$ cat config.mk
export PLATFORM = sky130hd
export DESIGN_NAME = vga_capture
export DESIGN_NICKNAME = d
export VERILOG_FILES = /design/src/rtl/vga_capture.sv
export SDC_FILE = /design/constraint.sdc
export NUM_CORES = 1
export LEC_CHECK = 0
export CAP_MARGIN = 20
export CORE_UTILIZATION = 30
export CTS_CLUSTER_SIZE = 25
export DETAILED_ROUTE_END_ITERATION = 6
export DONT_BUFFER_PORTS = 1
export SLEW_MARGIN = 20
export SYNTH_ARGS = -nofsm -noshare
export SYNTH_HDL_FRONTEND = slang
export SYNTH_SLANG_ARGS = --single-unit
$ cat constraint.sdc
create_clock -name i_clk -period 2.6 [get_ports i_clk]
set_input_delay 0.65 -clock i_clk [delete_from_list [all_inputs] [get_ports i_clk]]
set_output_delay 0.65 -clock i_clk [all_outputs]
set_load 0.005 [all_outputs]
$ cat src/rtl/vga_capture.sv
// VGA frame-capture receiver: recovers line/frame position from the sync edges and
// writes an H_ACT x V_ACT window of every frame into a 32-bit frame buffer.
module vga_capture #(
    parameter int          H_TOTAL   = 800,
    parameter int          V_TOTAL   = 525,
    parameter int          H_START   = 144,
    parameter int          H_ACT     = 320,
    parameter int          V_START   = 35,
    parameter int          V_ACT     = 240,
    parameter logic [17:0] ADDR_BASE = 18'd0
) (
    input  logic        i_clk,
    input  logic        i_rst,
    input  logic        i_en,
    input  logic        i_hs,
    input  logic        i_vs,
    input  logic [7:0]  i_r,
    input  logic [7:0]  i_g,
    input  logic [7:0]  i_b,
    output logic        o_we,
    output logic [17:0] o_addr,
    output logic [31:0] o_wd,
    output logic        o_frame_done,
    output logic        o_locked,
    output logic        o_err
);

    localparam logic [10:0] H_LAST    = 11'(H_TOTAL - 1);
    localparam logic [9:0]  V_LAST    = 10'(V_TOTAL - 1);
    localparam logic [10:0] H_LO      = 11'(H_START);
    localparam logic [10:0] H_HI      = 11'(H_START + H_ACT);
    localparam logic [9:0]  V_LO      = 10'(V_START);
    localparam logic [9:0]  V_HI      = 10'(V_START + V_ACT);
    localparam logic [17:0] LAST_ADDR = 18'(ADDR_BASE + 18'(H_ACT * V_ACT) - 18'd1);

    typedef enum logic [1:0] {
        WAIT_VS = 2'd0,
        CAPTURE = 2'd1,
        DONE    = 2'd2
    } state_t;

    state_t      state_r;
    logic        hs1_r;
    logic        vs1_r;
    logic        hs2_r;
    logic        vs2_r;
    logic [23:0] rgb1_r;
    logic [10:0] h_cnt_r;
    logic [9:0]  v_cnt_r;
    logic [17:0] addr_r;

    logic        hs_fall_s;
    logic        vs_fall_s;
    logic [10:0] h_next_s;
    logic [9:0]  v_next_s;
    logic        in_win_s;
    logic        line_err_s;
    logic        frame_err_s;
    logic        wr_s;

    // Edge detection and position of the pixel currently held in stage 1.
    // h_cnt_r/v_cnt_r trail stage 1 by one cycle, so h_cnt_r at an hs edge is the
    // position of the last pixel of the previous line.
    always_comb begin
        hs_fall_s = ~hs1_r & hs2_r;
        vs_fall_s = ~vs1_r & vs2_r;

        if (hs_fall_s) begin
            h_next_s = 11'd0;
        end else if (h_cnt_r == 11'h7FF) begin
            h_next_s = h_cnt_r;
        end else begin
            h_next_s = h_cnt_r + 11'd1;
        end

        if (vs_fall_s) begin
            v_next_s = 10'd0;
        end else if (hs_fall_s && (v_cnt_r != 10'h3FF)) begin
            v_next_s = v_cnt_r + 10'd1;
        end else begin
            v_next_s = v_cnt_r;
        end

        in_win_s    = (h_next_s >= H_LO) && (h_next_s < H_HI) &&
                      (v_next_s >= V_LO) && (v_next_s < V_HI);
        line_err_s  = hs_fall_s && (h_cnt_r != H_LAST);
        frame_err_s = vs_fall_s && (v_cnt_r != V_LAST);

        if ((state_r == CAPTURE) && in_win_s && !vs_fall_s && !line_err_s) begin
            wr_s = 1'b1;
        end else begin
            wr_s = 1'b0;
        end
    end

    // Input pipeline and line/frame position counters.
    always_ff @(posedge i_clk) begin
        if (!i_rst) begin
            hs1_r   <= 1'b1;
            vs1_r   <= 1'b1;
            hs2_r   <= 1'b1;
            vs2_r   <= 1'b1;
            rgb1_r  <= 24'd0;
            h_cnt_r <= 11'd0;
            v_cnt_r <= 10'd0;
        end else begin
            hs1_r   <= i_hs;
            vs1_r   <= i_vs;
            hs2_r   <= hs1_r;
            vs2_r   <= vs1_r;
            rgb1_r  <= {i_r, i_g, i_b};
            h_cnt_r <= h_next_s;
            v_cnt_r <= v_next_s;
        end
    end

    // Capture FSM, address counter and registered frame-buffer outputs.
    always_ff @(posedge i_clk) begin
        if (!i_rst) begin
            state_r      <= WAIT_VS;
            addr_r       <= ADDR_BASE;
            o_we         <= 1'b0;
            o_addr       <= ADDR_BASE;
            o_wd         <= 32'd0;
            o_frame_done <= 1'b0;
            o_locked     <= 1'b0;
            o_err        <= 1'b0;
        end else begin
            o_we         <= 1'b0;
            o_err        <= 1'b0;
            o_frame_done <= o_we && (o_addr == LAST_ADDR);

            if (vs_fall_s) begin
                addr_r <= ADDR_BASE;
            end else if (wr_s) begin
                addr_r <= addr_r + 18'd1;
            end else begin
                addr_r <= addr_r;
            end

            if (wr_s) begin
                o_we   <= 1'b1;
                o_addr <= addr_r;
                o_wd   <= {8'h00, rgb1_r};
            end

            case (state_r)
                WAIT_VS: begin
                    if (vs_fall_s && i_en) begin
                        state_r <= CAPTURE;
                    end else begin
                        state_r <= WAIT_VS;
                    end
                end
                CAPTURE: begin
                    // A vs edge here means the frame ended before the window was filled.
                    if (vs_fall_s || line_err_s) begin
                        o_err    <= 1'b1;
                        o_locked <= 1'b0;
                        state_r  <= WAIT_VS;
                    end else if (wr_s && (addr_r == LAST_ADDR)) begin
                        state_r <= DONE;
                    end else begin
                        state_r <= CAPTURE;
                    end
                end
                DONE: begin
                    if (line_err_s || frame_err_s) begin
                        o_err    <= 1'b1;
                        o_locked <= 1'b0;
                        state_r  <= WAIT_VS;
                    end else if (vs_fall_s) begin
                        o_locked <= 1'b1;
                        state_r  <= i_en ? CAPTURE : WAIT_VS;
                    end else begin
                        state_r <= DONE;
                    end
                end
                default: begin
                    state_r <= WAIT_VS;
                end
            endcase
        end
    end

endmodule

-- Word level (Yosys, flattened, before mapping)
Index checks and enable logic that the tools add are counted.
Widths: inputs -> output; s select.
- register bits after elaboration: 115
- input bits: 29
- output and inout bits: 54
- logic and storage cells: 77
- add/subtract/negate cells: 3
- $lt $le $gt $ge: 4
- equality and inequality tests: 10
- multiplexer cells: 20
- bitwise logic cells: 5
- reductions and logical operators: 20
- operator list (kind ; number):
    $eq 18x17->1 const B ; 2
    $mux 11 ; 2
    $mux 10 ; 2
    $ne 10x10->1 const B ; 2
    $add 18x1->18 const B ; 1
    $logic_and 1x1->1 ; 12
    $add 11x1->11 const B ; 1
    $eq 11x11->1 const B ; 1
    $ge 11x8->1 const B ; 1
    $lt 11x9->1 const B ; 1
    $ne 11x10->1 const B ; 1
    $add 10x1->10 const B ; 1
    $ge 10x6->1 const B ; 1
    $lt 10x9->1 const B ; 1
    $mux 1 ; 9
    $mux 2 ; 4
    $pmux 2 s3 ; 1
    $pmux 1 s2 ; 2
    $ne 3x3->1 const B ; 1
    $not 1->1 ; 3
    $reduce_and 3->1 ; 1
    $and 1x1->1 ; 2
    $eq 2x1->1 const B ; 1
    $eq 2x2->1 const B ; 1
    6 further kinds ; 8

-- Depth between registers and ports, before layout
- depth after elaboration: 16
- depth in mapped cells: 12
- gate-level depth less buffers: 9

-- Worst setup path before layout
No wires, ideal clock.
- path kind: reg2reg
- from: register v_cnt_r[1]
- to: register addr_r[1]
- setup time: 128 ps
- arrival: 2452 ps
- data required time: 2472 ps
- slack: 20 ps
- stages on the path, launching flop included: 12
- path buffers: 2
- clock period less this slack: 2580 ps
- path through: dfxtp_1 > ha_1 > nand4_1 > o2111a_1 > nor3_1 > o21ai_1 > a2111o_1 > nand4_2 > buf_4 > buf_4 > mux2i_1 > nor2_1
- longest elaborated chain between the ends: 11
- elaborated cells on any way between the ends: 13
- those cells by class: add/sub: 1; order compare: 2; eq/ne: 1; mux: 3; reduce/logical: 6
- ends and longest elaborated chain (element ; RTL line ; RTL):
    from (decl) ; 49 ; logic [9:0] v_cnt_r;
    from (signal assigned) ; 113 ; v_cnt_r <= v_next_s;
    parallel branches: the longest is 2 deep, another holds $add 10x1->10 ; -- ;
    $mux 10 (*) ; 78 ; end else if (hs_fall_s && (v_cnt_r != 10'h3FF)) begin
    $mux 10 (*) ; 76 ; if (vs_fall_s) begin
    $ge 10x6->1 ; 85 ; (v_next_s >= V_LO) && (v_next_s < V_HI);
    $logic_and 1x1->1 ; 84 ; in_win_s = (h_next_s >= H_LO) && (h_next_s < H_HI) &&
    $logic_and 1x1->1 (*) ; 85 ;
    $logic_and 1x1->1 (*) (3 in series) ; 89 ; if ((state_r == CAPTURE) && in_win_s && !vs_fall_s && !line_err_s) begin
    $mux 1 (*) ; 89 ;
    to (signal assigned) ; 136 ; addr_r <= addr_r + 18'd1;
    to (signal assigned) ; 138 ; addr_r <= addr_r;
    to (decl) ; 50 ; logic [17:0] addr_r;
Mark *: on every way between the ends.
A chain may end at the register's enable or synchronous reset.

-- Worst setup path after layout
- from: register v_cnt_r[1]
- to: register addr_r[17]
The elaborated chain is that of the path after synthesis.

==> results.md <==
- Clock tree from TritonCTS: done
- IR Drop Worst-Case VDD: between 400 and 500 µV
- Share of cells above drive strength 1: 0.2836
- Maximum frequency from static timing analysis: ~380 MHz
- Top FF cell, synth: sky130_fd_sc_hd__dfxtp_1
- Post-Place Worst Slack: -291.2 ps
- Final core utilization: 0.4219
- Number of antenna repair diodes: 0
- Netlist area before placement: around 0.0049 mm²
- Site Rows: 46
- Clock Sink Count: ~120
- Worst Setup Slack, final: -66.37 ps
- Worst max-slew margin expressed relative to the limit: 0.6102
- Clock Tree Root: sky130_fd_sc_hd__clkbuf_16
- Number of buffers added by the clock tree synthesis step: 17
- RSZ-0062 raised after global routing: true
- Ordered list of cells on the worst path: ha_4 > and3b_2 > a311oi_2 > a41oi_2 > and2_4 > nor3_4 > buf_4 > nand4_4 > buf_6 > buf_4 > o31ai_4 > a21oi_1
- Critical path class: reg2reg
- Clk network pwr share: 0.553
- Count of mapped cells out of synthesis: between 500 and 600
- Portion of synthesized cell area occupied by the leading cell type: 0.4724
- First-pass iteration count of the detailed router: 4
- Area Overhead vs Synth: 37.54%
- Crit path max-delay cell type: sky130_fd_sc_hd__dfxtp_2
- Worst endpoint required time: between 2000 and 3000 ps
- Final Max Slew Viols: 0
- Synthesized flop and latch total: approximately 120
- First-pass GRT wire length: between 20000 and 25000 µm
- Maximum level of the CTS H-tree: 4
- CP top delay family: simple AND/OR/NAND/NOR gates
- Per-cell routed wire length: around 15 µm
- Clock transition at the register clock pins on the worst setup and hold paths after CTS: around 50 ps
- Internal Pwr Total: between 3 and 4 mW
- Count of antenna-violating nets left after detailed routing: 0
- Dominant cells by area after synthesis: sky130_fd_sc_hd__dfxtp_1 (47%), sky130_fd_sc_hd__mux2i_1 (10%), sky130_fd_sc_hd__nor2_1 (5.5%)
- Standby leakage power: roughly 2.8 nW
- Summed negative setup slack over all endpoints: -427.3 ps
- Worst reg2reg setup slack: -70 ps
- All-Layer GR Usage: 0.1599
- Worst slew pin tran: around 600 ps
- Final cycle utilization of the critical path: 1.026
- Final Skew: approximately 4.7 ps
- Yosys warning total: 0
- Via Count: about 4100
- Estimated wirelength of the detail-placed design: between 8000 and 9000 µm
- Area after detailed placement: around 0.0055 mm²
- Worst hold-check slack: approximately 320 ps
- Hold Crit Class: in2reg
- Port buffer count: 0
- Critical-path maximum fanout: 6
- Maximum buffer depth of the clock tree: 2
- Critical path arrival: 2960 ps
- Latest clock arrival within the worst-skew pair: between 400 and 500 ps
- Routability Congestion: ~0.84
- Most Frequent Cell on Critical Path: sky130_fd_sc_hd__buf_4
- Fraction of registers with async set/reset: 0
- Post-synth EDFFs: 0
- Design area: roughly 0.0067 mm²
- Final setup fails: 17
- Routed vias/inst: around 5.0
- Proportion of total power due to net switching: 0.2118
- Final cell count without fillers: approximately 830
- Count of maximum capacitance violations: 0
- Initial antenna violation count: 0
- Worst setup SP type: register
- Number of global-route vias before repair: 4041
- DIE HEIGHT: 129.5 µm
- Share of the yosys chip area belonging to registers: 0.4724
- Register share of total power: 0.422
- Minimum clock period: around 2700 ps
- Combinational power share: 0.025
- Initial Util: 0.3068
- PD cells: approximately 640 mW/mm²
- Leading area contributor after synthesis: sky130_fd_sc_hd__dfxtp_1
- Number of violations reported at the end of detailed-routing iteration 0: 180
- Pin count of the biggest net entering global routing: 45
- Total net switching power: 906.8 µW
- Design Power: between 4 and 5 mW
- Floorplan Core Area: between 0.015 and 0.02 mm²
- Crit path capture type: register
- Total wirelength of the detailed-routed design: 12770 µm
- Boundary Pins: slightly above 80
- X dimension of the die: 129.5 µm
- Crit path buf inv count: 3
- Count of unresolved DRC violations after routing: 0
- Outcome: finished, violations left
- CP max stage delay: around 340 ps
- Placed Cells: between 700 and 800
- Distinct cells, synth: 50
- Total congestion overflow: 0
- Failing checks: negative setup slack
- Post-layout net count: 641
- Post-cts hold buffer count: 0
- Final hold violation count: 0
- Die outline area: about 0.017 mm²
- Mean instance size in the synthesized netlist: ~9.4 µm²
[what timing repair did]
| item | 4_1_cts | 5_1_grt |
|---|---|---|
| gates resized for setup | 33 | 44 |
| pin swaps | 19 | 20 |
| gates cloned | 6 | 2 |
| endpoints found under the setup margin | 62 | 62 |
| setup buffers | 12 | 9 |
[state kept, by name (all words and copies together) (netlist names)]
signal        count
o_wd             24
rgb1_r           24
addr_r           18
o_addr           18
h_cnt_r          11
v_cnt_r          10
state_r           2
hs1_r             1
hs2_r             1
o_err             1
o_frame_done      1
o_locked          1
o_we              1
vs1_r             1
vs2_r             1
[final timing paths]
path         depth (start not counted)             startpoint                      end
min reg2reg                          2  rgb1_r[18]$_SDFF_PN0_    o_wd[18]$_SDFFE_PN0P_
max reg2reg                         12  v_cnt_r[1]$_SDFF_PN0_  addr_r[17]$_SDFFE_PP0P_
max                                 12  v_cnt_r[1]$_SDFF_PN0_  addr_r[17]$_SDFFE_PP0P_
min                                  1                  i_rst         hs2_r$_SDFF_PN1_
[cells by family (layout without fill, tap and decap cells)]
| group | Yosys count | count (layout) | share of synthesized area |
|---|---|---|---|
| AOI/OAI and AO/OA | 71 | 71 | 0.09268 |
| xor gates and xnor gates | 9 | 9 | 0.01618 |
| adders and majority gates | 8 | 8 | 0.02054 |
| buffers and inverters | 45 | 130 | 0.05109 |
| DFF | 115 | 115 | 0.4724 |
| muxes | 49 | 49 | 0.1006 |
| other | 1 | 8 | 0.0007695 |
| and+or+nand+nor | 223 | 227 | 0.2457 |
[per-layer routing]
layer	global-route usage	wire (µm)
met1	0.1882	5471
met2	0.2634	6203
met3	0.05780	912
met5	0	0
met4	0.06566	182
[power groups by stage]
stage / clock network [mW] / logic, mW / registers, mW
2_1_floorplan: 0 / 0.0790 / 1.84
3_3_place_gp: 0 / 0.0991 / 1.84
3_5_place_dp: 0 / 0.103 / 1.84
4_1_cts: 2.42 / 0.107 / 1.80
5_1_grt: 2.52 / 0.122 / 1.81
6_report: 2.37 / 0.109 / 1.81
[cell usage after synthesis, types with 12 or more instances]
cell / instances
sky130_fd_sc_hd__clkbuf_1: 15
sky130_fd_sc_hd__nor2_1: 71
sky130_fd_sc_hd__buf_4: 14
sky130_fd_sc_hd__a21oi_1: 28
sky130_fd_sc_hd__or4_1: 12
sky130_fd_sc_hd__dfxtp_1: 115
sky130_fd_sc_hd__mux2i_1: 49
sky130_fd_sc_hd__nand4_1: 13
sky130_fd_sc_hd__nand2_1: 30
sky130_fd_sc_hd__and2_1: 31
sky130_fd_sc_hd__nand3_1: 12
[final cells by class]
class	instances	area, µm²
Fill cell	1551	9183
Sequential cell	115	2312
Clock buffer	21	450.4
Tap cell	216	270.3
Clock inverter	11	152.6
Multi-Input combinational cell	372	2680
Inverter	9	33.78
Timing Repair Buffer	89	803.3
[layout by cell type, fill, tap and decap left out, types with 7 or more instances in the layout]
cell	synthesis	routed
sky130_fd_sc_hd__conb_1	1	8
sky130_fd_sc_hd__and3_1	9	9
sky130_fd_sc_hd__nand2_1	30	28
sky130_fd_sc_hd__o21ai_0	9	9
sky130_fd_sc_hd__nand4_1	13	13
sky130_fd_sc_hd__nand3_1	12	11
sky130_fd_sc_hd__a21oi_2	0	8
sky130_fd_sc_hd__inv_1	9	9
sky130_fd_sc_hd__clkbuf_16	0	18
sky130_fd_sc_hd__mux2i_1	49	48
sky130_fd_sc_hd__and2_1	31	30
sky130_fd_sc_hd__nor2_1	71	71
sky130_fd_sc_hd__dfxtp_2	0	8
sky130_fd_sc_hd__or4_1	12	7
sky130_fd_sc_hd__buf_4	14	74
sky130_fd_sc_hd__dfxtp_1	115	107
sky130_fd_sc_hd__a21oi_1	28	20
Power figures use the tool's default switching activity.
==> edit 1: new RTL, config.mk and constraints unchanged <==
Make the reset (`i_rst`) asynchronous in 2 clocked blocks.
--- a/src/rtl/vga_capture.sv
+++ b/src/rtl/vga_capture.sv
@@ -94,7 +94,7 @@
     end
 
     // Input pipeline and line/frame position counters.
-    always_ff @(posedge i_clk) begin
+    always_ff @(posedge i_clk or negedge i_rst) begin
         if (!i_rst) begin
             hs1_r   <= 1'b1;
             vs1_r   <= 1'b1;
@@ -115,7 +115,7 @@
     end
 
     // Capture FSM, address counter and registered frame-buffer outputs.
-    always_ff @(posedge i_clk) begin
+    always_ff @(posedge i_clk or negedge i_rst) begin
         if (!i_rst) begin
             state_r      <= WAIT_VS;
             addr_r       <= ADDR_BASE;
Function: differs if i_rst is asserted again (counterexample within 4 cycles, from zero or initial values and one cycle with i_rst low); with i_rst held inactive, the same outputs for 10 cycles.
==> edit 1 against the unedited design <==
The flow finishes with violations (hold timing, setup timing). Synthesized area up 5.4%. Routed wire length is 3.4% lower. Sequential cell count unchanged. Design area is 1.6% higher. Worst setup slack worse by 0.26 ns. Critical path depth shrank 1. Critical path type unchanged.
Power is not compared: it rests on default switching activity, and its combinational part moved more than twofold at a synthesized area within 25%.
==> edit 1: results (changes against the unedited design) <==
ys_seq_area_share_pct: 56.1  # +8.9 points
place_congestion: 0.885  # +5.4%
reg2regPathDepth: 11  # -1
outcome: "complete, but fails checks"
grt_pass1_wl_um: 20100  # -1.4%
fin_ws_ns: -0.329  # -0.262 ns
drt_iter0_markers: 229  # +27%
dp.cells: 745  # -3.5%
slowest_stage: "or4_4"
fin_skew_ns: 0.00868  # +0.00399 ns
instances_no_fill: 786  # -5.6%
synth_common_cells: "111 x dfrtp_1, 82 x nand2_1, 27 x nor2_1, 24 x mux2_1, 22 x a21oi_1"
hold_violations: 111  # +111
holdWs_ns: -0.0647  # -0.381 ns
num-fill-cells: 1571  # +1.3%
worstPathArrival_ns: 3.22  # +0.26 ns
violations: "hold timing, setup timing"
ys_types: 62  # +24%
track_usage_pct: 14.5  # -1.5 points
avgViaCountPerCell: 4.91  # -1.1%
grt_pass1_vias: 3967  # -1.8%
worstHoldPathType: "in -> async"
async_reset_ff_share_pct: 100  # +100 points
setup_viol: 63  # +46
syn_avg_cell_area_um2: 10.8  # +16%
dp_hpwl_um: 8320  # +1.5%
slowest_delay_ns: 0.52  # +0.18 ns
antenna_found_initial: 1  # +1
relSlewSlack_pct: 58.4  # -2.6 points
## edit 1: changes by cell type after synthesis, moves of 27 or more
cell,delta
dfrtp_1,+111
nor2_1,-44
mux2i_1,-41
nand2_1,+52
and2_1,-27
dfxtp_1,-115
## edit 1: stage by stage
stage	cell area, um2	total power, W	util [%]	setup TNS, ns	setup WS [ns]
floorplan	5360	0.00205	-	-4.16	-0.171
global placement	6000	0.00218	36.0	-15.02	-0.303
detailed placement	6000	0.00220	36.0	-18.36	-0.389
CTS	6700	0.00465	40.2	-15.33	-0.317
global route	6810	0.00478	40.9	-23.33	-0.444
finish	6810	0.00462	40.9	-15.18	-0.329
## edit 1: kinds of logic (layout without fill, tap and decap cells)
family / count (synthesis) / after routing / synth area share [%]
muxes: 33 / 33 / 7.04
other: 1 / 9 / 0.0730
adders and majority gates: 8 / 8 / 1.95
buffers and inverters: 42 / 126 / 3.92
DFF: 115 / 115 / 56.1
and+or+nand+nor: 195 / 195 / 19.6
AOI/OAI and AO/OA: 71 / 71 / 9.72
xor gates and xnor gates: 9 / 9 / 1.54
## edit 1: cell type report
cell class | count | area, um2 | share of cell area (%)
diodes | 1 | 2.50 | 0.0368
clock buffers | 21 | 470 | 6.91
clock inverters | 11 | 150 | 2.21
inverters | 13 | 48.8 | 0.717
multi-input cells | 324 | 2320 | 34.0
flip-flops and latches | 115 | 2880 | 42.3
well taps | 220 | 275 | 4.04
repair buffers | 81 | 661 | 9.70
## edit 1: how the worst max path moves through the flow
stage	start	to	slack, ns
5_1_grt	v_cnt_r[0]	o_addr[16]	-0.44
3_5_place_dp	hs2_r	addr_r[6]	-0.39
2_1_floorplan	hs2_r	state_r[0]	-0.17
4_1_cts	hs2_r	addr_r[6]	-0.32
6_report	v_cnt_r[0]	o_addr[16]	-0.33
3_3_place_gp	v_cnt_r[0]	addr_r[17]	-0.30
## edit 1: worst reg2reg max path: stages, from the launching register on
cell and delay (ns):
dfrtp_1 0.40, ha_4 0.19, nand3_4 0.13, a311oi_2 0.29, mux2i_1 0.14, or4_4 0.52
a221o_1 0.40, nand4_4 0.11, buf_6 0.14, buf_6 0.11, buf_6 0.10, mux2_4 0.28
## edit 1: per-layer routing
layer | global-route usage, % | up-vias | part of all wire, %
met4 | 5.81 | 0 | 2.0
li1 | - | 1809 | -
met2 | 22.5 | 102 | 47
met3 | 5.40 | 19 | 5.9
met1 | 18.2 | 1929 | 45
met5 | 0 | - | 0
## edit 1: timing repair
action | in CTS | in global routing
hold endpoints to repair | 111 | 111
cloned | 0 | 2
setup endpoints to repair | 63 | 63
setup buffers | 4 | 3
pin swaps | 1 | 9
gates resized for setup | 10 | 16
## edit 1: where the power goes
group          switching (W)  internal, W
combinational       0.000139     0.000165
clock               0.000837      0.00159
sequential         0.0000394      0.00185
==> edit 2: new RTL, same flow settings <==
Without the edit above. Set the parameter `H_ACT` to 240 (it was 320).
--- a/src/rtl/vga_capture.sv
+++ b/src/rtl/vga_capture.sv
@@ -4,7 +4,7 @@
     parameter int          H_TOTAL   = 800,
     parameter int          V_TOTAL   = 525,
     parameter int          H_START   = 144,
-    parameter int          H_ACT     = 320,
+    parameter int          H_ACT     = 240,
     parameter int          V_START   = 35,
     parameter int          V_ACT     = 240,
     parameter logic [17:0] ADDR_BASE = 18'd0
Behaviour: no difference found for any inputs over 10 cycles, from zero or initial values and one cycle with i_rst low; that may be too few to reach the edited logic, so the function may still have changed.
==> edit 2 against the unedited design <==
The run still ends with setup timing left. Clock skew up 0.011 ns. Worst setup slack worse by 0.040 ns. Routed wire length fell by 5.3%. Sequential power is essentially flat. Cell count down 0.72%. Sequential cell count is the same. Design area decreased by 4.3%. Synthesized area grew 0.46%. Total power rose by 5.3%. Largest cell class unchanged. Largest power group unchanged. Highest routed layer unchanged.
==> edit 2: results (changes against the unedited design) <==
outcome: "complete, but fails checks"
violations: "setup timing"
ys_seq_area_share_pct: 47.0  # -0.22 points
cts_max_level: 4  # unchanged
netlist_instances: 575  # +10%
synth_compound_area_share_pct: 13.7  # +4.5 points
grt_pass1_wl_um: 18300  # -10%
grt_max_degree: 123  # +170%
design_area_um2: 6420  # -4.3%
slowest_delay_ns: 0.36  # +0.02 ns
track_usage_pct: 13.9  # -2.0 points
vias: 4190  # +1.4%
dp.cells: 781  # +1.2%
met3_usage_pct: 6.19  # +0.41 points
worstPathArrival_ns: 2.96  # about the same
synthTopCellsByArea: "dfxtp_1 47%, nand3_1 5.6%, nand2_1 5.6%, o21ai_0 5.1%, and2_1 4.0%"
cts_resized: 15  # -55%
drive_gt1_share_pct: 25.4  # -3.0 points
met1_usage_pct: 16.6  # -2.2 points
drt-met1-wl_um: 5260  # -3.8%
max-vdd-ir-drop_mv: 0.474  # +12%
met2_length_um: 5780  # -6.9%
ys_warn_count: 0  # unchanged
antenna_found_initial: 0  # unchanged
cellLeakagePower_nw: 2.24  # -20%
place_area_um2: 5200  # -4.6%
dp_slack_ns: -0.0822  # +0.209 ns
fin_skew_ns: 0.0160  # +0.0113 ns
dp_hpwl_um: 7600  # -7.2%
cts_setup_buffers: 5  # -7
synth_xor_area_share_pct: 1.25  # -0.37 points
muxShareOfSynthArea_pct: 1.87  # -8.2 points
cts-root-buf: "clkbuf_16"
setup_viol: 58  # +41
ys_types: 58  # +16%
place_congestion: 0.847  # +1.0%
synth_common_cells: "115 x dfxtp_1, 73 x nand2_1, 55 x nand3_1, 50 x o21ai_0, 33 x nor2_1"
synth-adder-area-share_pct: 2.25  # +0.19 points
fin_ws_ns: -0.106  # -0.0396 ns
instances_no_fill: 827  # -0.72%
met2_usage_pct: 21.4  # -5.0 points
setup_tns_ns: -3.56  # -3.13 ns
num-fill-cells: 1560  # +0.58%
grt_pass1_vias: 3868  # -4.3%
cp_max_fo: 11  # +5
wl_per_cell_um: 14.6  # -4.6%
worst_slew_pin_slew_ns: 0.699  # +0.115 ns
cp_top_family: "compound AO/OA/AOI/OAI gates"
drt_iter0_markers: 251  # +39%
==> edit 2: cell types whose count changed after synthesis, sizes merged, moves of 9 or more <==
cell,delta
mux2i,-41
nor3,-10
o21ai,+47
or4,-9
nand2,+43
nand3,+43
nor2,-38
==> edit 2: power by group <==
group          internal, W  switching, W
clock network      0.00180      0.000814
registers          0.00179     0.0000169
logic            0.0000379     0.0000486
==> edit 2: layout make-up <==
class | instances | area share, %
multi-input cells | 411 | 42.1
flip-flops and latches | 115 | 36.0
clock buffers | 19 | 6.75
repair buffers | 39 | 6.57
well taps | 216 | 4.21
clock inverters | 13 | 3.61
inverters | 14 | 0.819
==> edit 2: worst paths after layout <==
path,startpoint,to,slack [ns],cells past startpoint
worst max register to register,v_cnt_r[1],addr_r[8],-0.11,12
worst min-delay path,i_vs,vs1_r,0.34,1
worst max-delay path,v_cnt_r[1],addr_r[8],-0.11,12
worst min register to register,rgb1_r[13],o_wd[13],0.43,2
